`config.mk`:
```
export PLATFORM = sky130hd
export DESIGN_NAME = count_down_timer
export DESIGN_NICKNAME = d
export VERILOG_FILES = /design/src/rtl/count_pkg.sv /design/src/rtl/count_down_core.sv /design/src/rtl/count_down_timer.sv
export SDC_FILE = /design/constraint.sdc
export NUM_CORES = 1
export LEC_CHECK = 0
export ABC_AREA = 1
export ABC_CLOCK_PERIOD_IN_PS = 4610
export BUFFER_PORTS_ARGS = -buffer_cell sky130_fd_sc_hd__buf_2
export CAP_MARGIN = 20
export CORE_ASPECT_RATIO = 0.75
export CORE_MARGIN = 4
export CORE_UTILIZATION = 50
export CTS_CLUSTER_SIZE = 30
export DETAILED_ROUTE_END_ITERATION = 8
export MAX_ROUTING_LAYER = met4
export PLACE_DENSITY = 0.79
export SYNTH_ARGS = -nofsm -noshare
export SYNTH_HDL_FRONTEND = slang
export SYNTH_HIERARCHICAL = 1
export SYNTH_SLANG_ARGS = --single-unit
```
`constraint.sdc`:
```
create_clock -name clk -period 4.61 [get_ports clk]
set_clock_uncertainty 0.2 [all_clocks]
set_input_delay 1.1525 -clock clk [delete_from_list [all_inputs] [get_ports clk]]
set_output_delay 1.1525 -clock clk [all_outputs]
set_load 0.005 [all_outputs]
```
`src/rtl/count_pkg.sv`:
```
// Shared definitions for the counter library: run-state encoding and default width.
package count_pkg;

  localparam int CNT_W = 8;

  typedef enum logic [1:0] {
    IDLE = 2'b00,
    RUN  = 2'b01,
    DONE = 2'b10
  } state_e;

endpackage

```
`src/rtl/count_down_core.sv`:
```
// Datapath of the down-counter: count register with async clear, load mux,
// guarded decrement and a "count is one" detect used to spot the terminal edge.
module count_down_core
  import count_pkg::*;
#(
  parameter int WIDTH = CNT_W
) (
  input  logic             clk,
  input  logic             res,
  input  logic             load,
  input  logic [WIDTH-1:0] load_val,
  input  logic             dec,
  output logic [WIDTH-1:0] cnt,
  output logic             is_one
);

  // Count register: load wins over decrement; decrement never wraps below zero.
  always_ff @(posedge clk or posedge res) begin
    if (res) begin
      cnt <= '0;
    end else if (load) begin
      cnt <= load_val;
    end else if (dec && (cnt != '0)) begin
      cnt <= cnt - WIDTH'(1);
    end
  end

  // Terminal detect: the next enabled edge in RUN is the terminal edge.
  assign is_one = (cnt == WIDTH'(1));

endmodule

```
`src/rtl/count_down_timer.sv`:
```
// Loadable down-counter/timer with one-shot or auto-reload operation, a
// registered one-cycle terminal-count pulse and an IDLE/RUN/DONE run-state FSM.
// The state register is exposed on state_dbg for checker binding.
module count_down_timer
  import count_pkg::*;
#(
  parameter int WIDTH = CNT_W
) (
  input  logic             clk,
  input  logic             res,
  input  logic             EN,
  input  logic             load,
  input  logic [WIDTH-1:0] CNT_In,
  input  logic             reload,
  output logic [WIDTH-1:0] CNT,
  output logic             TC,
  output logic             busy,
  output logic             done,
  output state_e           state_dbg
);

  state_e           state_q;
  state_e           state_d;
  logic [WIDTH-1:0] rld_q;
  logic             is_one;
  logic             terminal;
  logic             core_load;
  logic [WIDTH-1:0] core_val;
  logic             core_dec;

  // Terminal edge: enabled edge in RUN while the count shows one and no load.
  assign terminal  = (state_q == RUN) && EN && !load && is_one;
  // A user load or a periodic terminal edge both go through the core's load path.
  assign core_load = load || (terminal && reload);
  assign core_val  = load ? CNT_In : rld_q;
  // One-shot terminal edge is a plain decrement from one to zero.
  assign core_dec  = (state_q == RUN) && EN && !load && !(terminal && reload);

  count_down_core #(.WIDTH(WIDTH)) u_core (
    .clk      (clk),
    .res      (res),
    .load     (core_load),
    .load_val (core_val),
    .dec      (core_dec),
    .cnt      (CNT),
    .is_one   (is_one)
  );

  // Next-state logic: load decides RUN/DONE from the load value; a one-shot
  // terminal edge ends in DONE; otherwise the state holds.
  always_comb begin
    state_d = state_q;
    if (load) begin
      state_d = (CNT_In != '0) ? RUN : DONE;
    end else if (terminal && !reload) begin
      state_d = DONE;
    end
  end

  // State, reload value and terminal-count pulse registers.
  always_ff @(posedge clk or posedge res) begin
    if (res) begin
      state_q <= IDLE;
      rld_q   <= '0;
      TC      <= 1'b0;
    end else begin
      state_q <= state_d;
      if (load) begin
        rld_q <= CNT_In;
      end
      TC <= terminal;
    end
  end

  assign busy      = (state_q == RUN);
  assign done      = (state_q == DONE);
  assign state_dbg = state_q;

endmodule

```
# Yosys cells after proc, flatten, opt, wreduce, memory -nomap -nowiden
# Index checks and enable logic that the tools add are counted.
# op_classes
reduce_logical	15
mux	6
addsub	1
eq_ne	3
# op_table
cell	count
$mux W8	3
$reduce_bool A8 Y1	2
$eq A8 B1 Y1 const B	1
$sub A8 B1 Y8 const B	1
$logic_and A1 B1 Y1	7
$mux W2	3
$reduce_bool A2 Y1	2
$logic_not A1 Y1	3
$eq A2 B1 Y1 const B	1
$eq A2 B2 Y1 const B	1
$logic_or A1 B1 Y1	1
# totals
elab_cells	29
output_inout_bits	13
register_bits	19
inputBits	13

# Logic depth before layout (Yosys ltp)
# depth
word_depth	10
mapped_depth	13

# Cells and area by module
# The synthesis kept the hierarchy.
# modules_own_cells
module	area_each_um2	n_inst	cells_each
count_down_core	646.9	1	91
count_down_timer	531.8	1	65

# Least setup slack after synthesis
# No wires, ideal clock.
# synth_timing
path_type	input -> register
from	input port load
to	register u_core.cnt[1]
arrival_time_ps	2217
stages	12
required_ps	4289
setup_slack_ps	2072
setup_time_ps	121
cell_sequence	buf_6 -> inv_8 -> nand2_4 -> nor2_4 -> inv_2 -> nor2_4 -> nand2_1 -> nand2_1 -> clkbuf_1 -> o21ai_0 -> nand2_2 -> o21ai_2
# synth_lines
item	line_no	rtl
from (decl)	count_down_timer.sv:12	input logic load,
$logic_not A1 Y1 *	count_down_timer.sv:32	assign terminal = (state_q == RUN) && EN && !load && is_one;
$logic_and A1 B1 Y1 * (2 in a row)	count_down_timer.sv:32	
net terminal	count_down_timer.sv:26	logic terminal;
$logic_and A1 B1 Y1 *	count_down_timer.sv:34	assign core_load = load || (terminal && reload);
$logic_or A1 B1 Y1 *	count_down_timer.sv:34	
net core_load	count_down_timer.sv:27	logic core_load;
$mux W8 / $reduce_bool A2 Y1 (equally long branches)	n/a	
to (signal assigned)	count_down_core.sv:22	cnt <= load_val;
to (signal assigned)	count_down_core.sv:24	cnt <= cnt - WIDTH'(1);
to (decl)	count_down_core.sv:13	output logic [WIDTH-1:0] cnt,
# The timed path passes the listed nets; every way through them passes the cells marked *.
# A chain may end at the register's enable or synchronous reset.

# Worst setup path in the final report
# layout_timing
from	input port load
to	register u_core.cnt[7]
# Same word-level chain as after synthesis.

==> flow_summary.toml <==
[yosys]
ys_seq_area_share_pct = 40.3
synth_top_cells_by_area = "dfrtp_1, nand2_1, inv_1"
synth-seq-cells = 19
async_flop_share_pct = 100
ys_types = 23
synth_top_area_cell = "dfrtp_1"
synth_edf_count = 0
netlist_instances = 156
syn-num-nets = 172
synthesis.yosys.warnings = 6
synthFlopType = "dfrtp_1"
synth.avg_cell_area_um2 = 7.56
syn_area_um2 = 1180
synth_top_area_share_pct = 40.3

[timing]
finalWorstSetupSlack_ps = 1910
fin_crit_sh_pct = 58.6
max_freq_mhz = 370
rsz0062_at_grt = "false"
slew_violations = 0
max_slew_margin_pct = 72.0
worst_pin_slew_ps = 419
min_period_ps = 2700
setup_viol = 0
hold_violations = 0
setup_tns_ps = 0

[clock_network]
cts_max_level = 1
cts_resized = 0
tritoncts = "yes"
cts_buffers = 3
ctsHoldBuffers = 0
clk_pin_slew_ps = 110
clock-sinks = 19
cts_buffer_depth = 2
ctsRootBufferMaster = "clkbuf_4"
post_cts_buffers = 0
insertion_delay_ps = 300

[critical_path]
worst-setup-path-type = "in2reg"
crit_required_ps = 4620
cp-start-kind = "primary input"
rr_startpoint = "u_core/cnt[1]"
cp_max_fo = 15
crit_path_start = "load"
end_kind = "flop"
arrival_ps = 2710

[route]
ant_nets = 0
wirelength_um = 2440
num_vias = 1046
drc_errors = 0
wl_met1_um = 1110
met2_length_um = 1130
first_pass_iters = 4
route.detailed.wl_per_inst_um = 11.5
wl_met3_um = 159
vias_per_cell = 4.91
highest_layer = "met4"
drt_iter0_drc = 47

[pwr]
p_seq_share_pct = 46.8
pwr-share-comb_pct = 34.0
switching_share_pct = 37.4
cellLeakagePower_nw = 0.729
cellInternalPower_uw = 279
clkPwrFrac_pct = 19.2
p_switching_uw = 167
peakVddDrop_v = 0.000230
powerDensity_nw_per_um2 = 334

[floorplan]
ios = 26
start_util_pct = 55.6
coreArea_um2 = 2120
fp-row-count = 14
dieArea_um2 = 3210
die_x_um = 64.1
die_h_um = 50.0

[layout]
final.fill_count = 192
areaGrowthSynthToFinish_pct = 13.6
final_common_cell = "nand2_1"
diodes = 0
nNetsFinal = 198
drive_gt1_share_pct = 28.7
layout_common_cells = "nand2_1, buf_2, dfrtp_1"

[worst_hold_path]
min_from = "rld_q[1]"
hold_class = "reg2reg"

[global_routing]
first_global_vias = 907
grt_pass1_wl_um = 4110
grt_max_degree = 16
grt_antenna_before_repair = 0
gr-total-overflow = 0
grtUsageTotal_pct = 16.9

[placement]
gp_congestion = 0.919
io_buffers = 25
dp_hpwl_um = 1990
dp_slack_ps = 1610

[run_status]
status = "complete, no violations"

[job]
drv_cap = 0
cell type report:
| cell class | count | area, um^2 | area share, % |
|---|---|---|---|
| multi-input combinational | 113 | 589 | 44.0 |
| clock buffer | 4 | 26.3 | 1.96 |
| tap | 32 | 40.0 | 2.99 |
| sequential | 19 | 475 | 35.5 |
| timing repair buffer | 25 | 125 | 9.35 |
| inverter | 20 | 82.6 | 6.17 |
through the flow:
step	hold WS (ps)	utilization [%]	cell area (um^2)	power, mW	instances
floorplan	231	-	1180	0.319	156
global placement	261	61.9	1310	0.359	209
detailed placement	261	61.9	1310	0.364	209
CTS	289	63.2	1340	0.450	213
global route	312	63.2	1340	0.483	213
finish	284	63.2	1340	0.447	213
cells in the mapped netlist (2+ instances only):
cell / count
o21ai_2: 5
nor2_2: 2
inv_1: 18
ha_1: 3
nor2_1: 10
dfrtp_1: 19
o21ai_0: 7
nand2_2: 7
nand2_1: 55
nor2_4: 2
buf_6: 2
nand3_2: 3
nand3_1: 13
logic make-up after synthesis:
logic type | share of synthesized area (%)
compound gates | 8.49
flops | 40.3
buf+inv | 9.66
xor+xnor | 0.743
simple gates | 37.6
fa+ha+maj | 3.19
power groups by stage:
stage	combinational, mW	clock [mW]	sequential [mW]
after floorplan	0.109	0	0.210
after global placement	0.147	0	0.212
after detailed placement	0.152	0	0.213
after CTS	0.152	0.0886	0.209
after global routing	0.171	0.0987	0.213
final	0.152	0.0855	0.209
per-layer routing:
| metal | vias to the layer above | GRT usage [%] |
|---|---|---|
| li1 | 530 | - |
| met1 | 475 | 21.9 |
| met2 | 35 | 24.5 |
| met3 | 6 | 5.45 |
| met4 | 0 | 6.45 |
| met5 | - | - |
final timing paths:
| path | depth (start not counted) | end | slack [ps] |
|---|---|---|---|
| setup reg to reg | 12 | u_core/cnt[7] | 2050 |
| min in group asynchronous | 2 | u_core/cnt[6] | 590 |
| setup / recovery | 12 | u_core/cnt[7] | 1910 |
| hold / removal | 2 | rld_q[1] | 280 |
| hold reg to reg | 2 | rld_q[1] | 280 |
| max in group asynchronous | 2 | rld_q[4] | 3280 |
flip-flops by register name, summed over array words and instances, names as in the netlist:
register    flops
u_core/cnt      8
state_dbg       2
TC              1
rld_q           8
worst max-delay path, stage by stage:
cell and delay [ps]:
buf_2 170, inv_8 110, nand2_4 50, nor2_4 100, inv_2 60, nor2_4 80
nand2_1 50, nand2_1 270, inv_1 210, or2_2 330, nand3_2 80, nand2_2 40
Power figures use the tool's default switching activity.
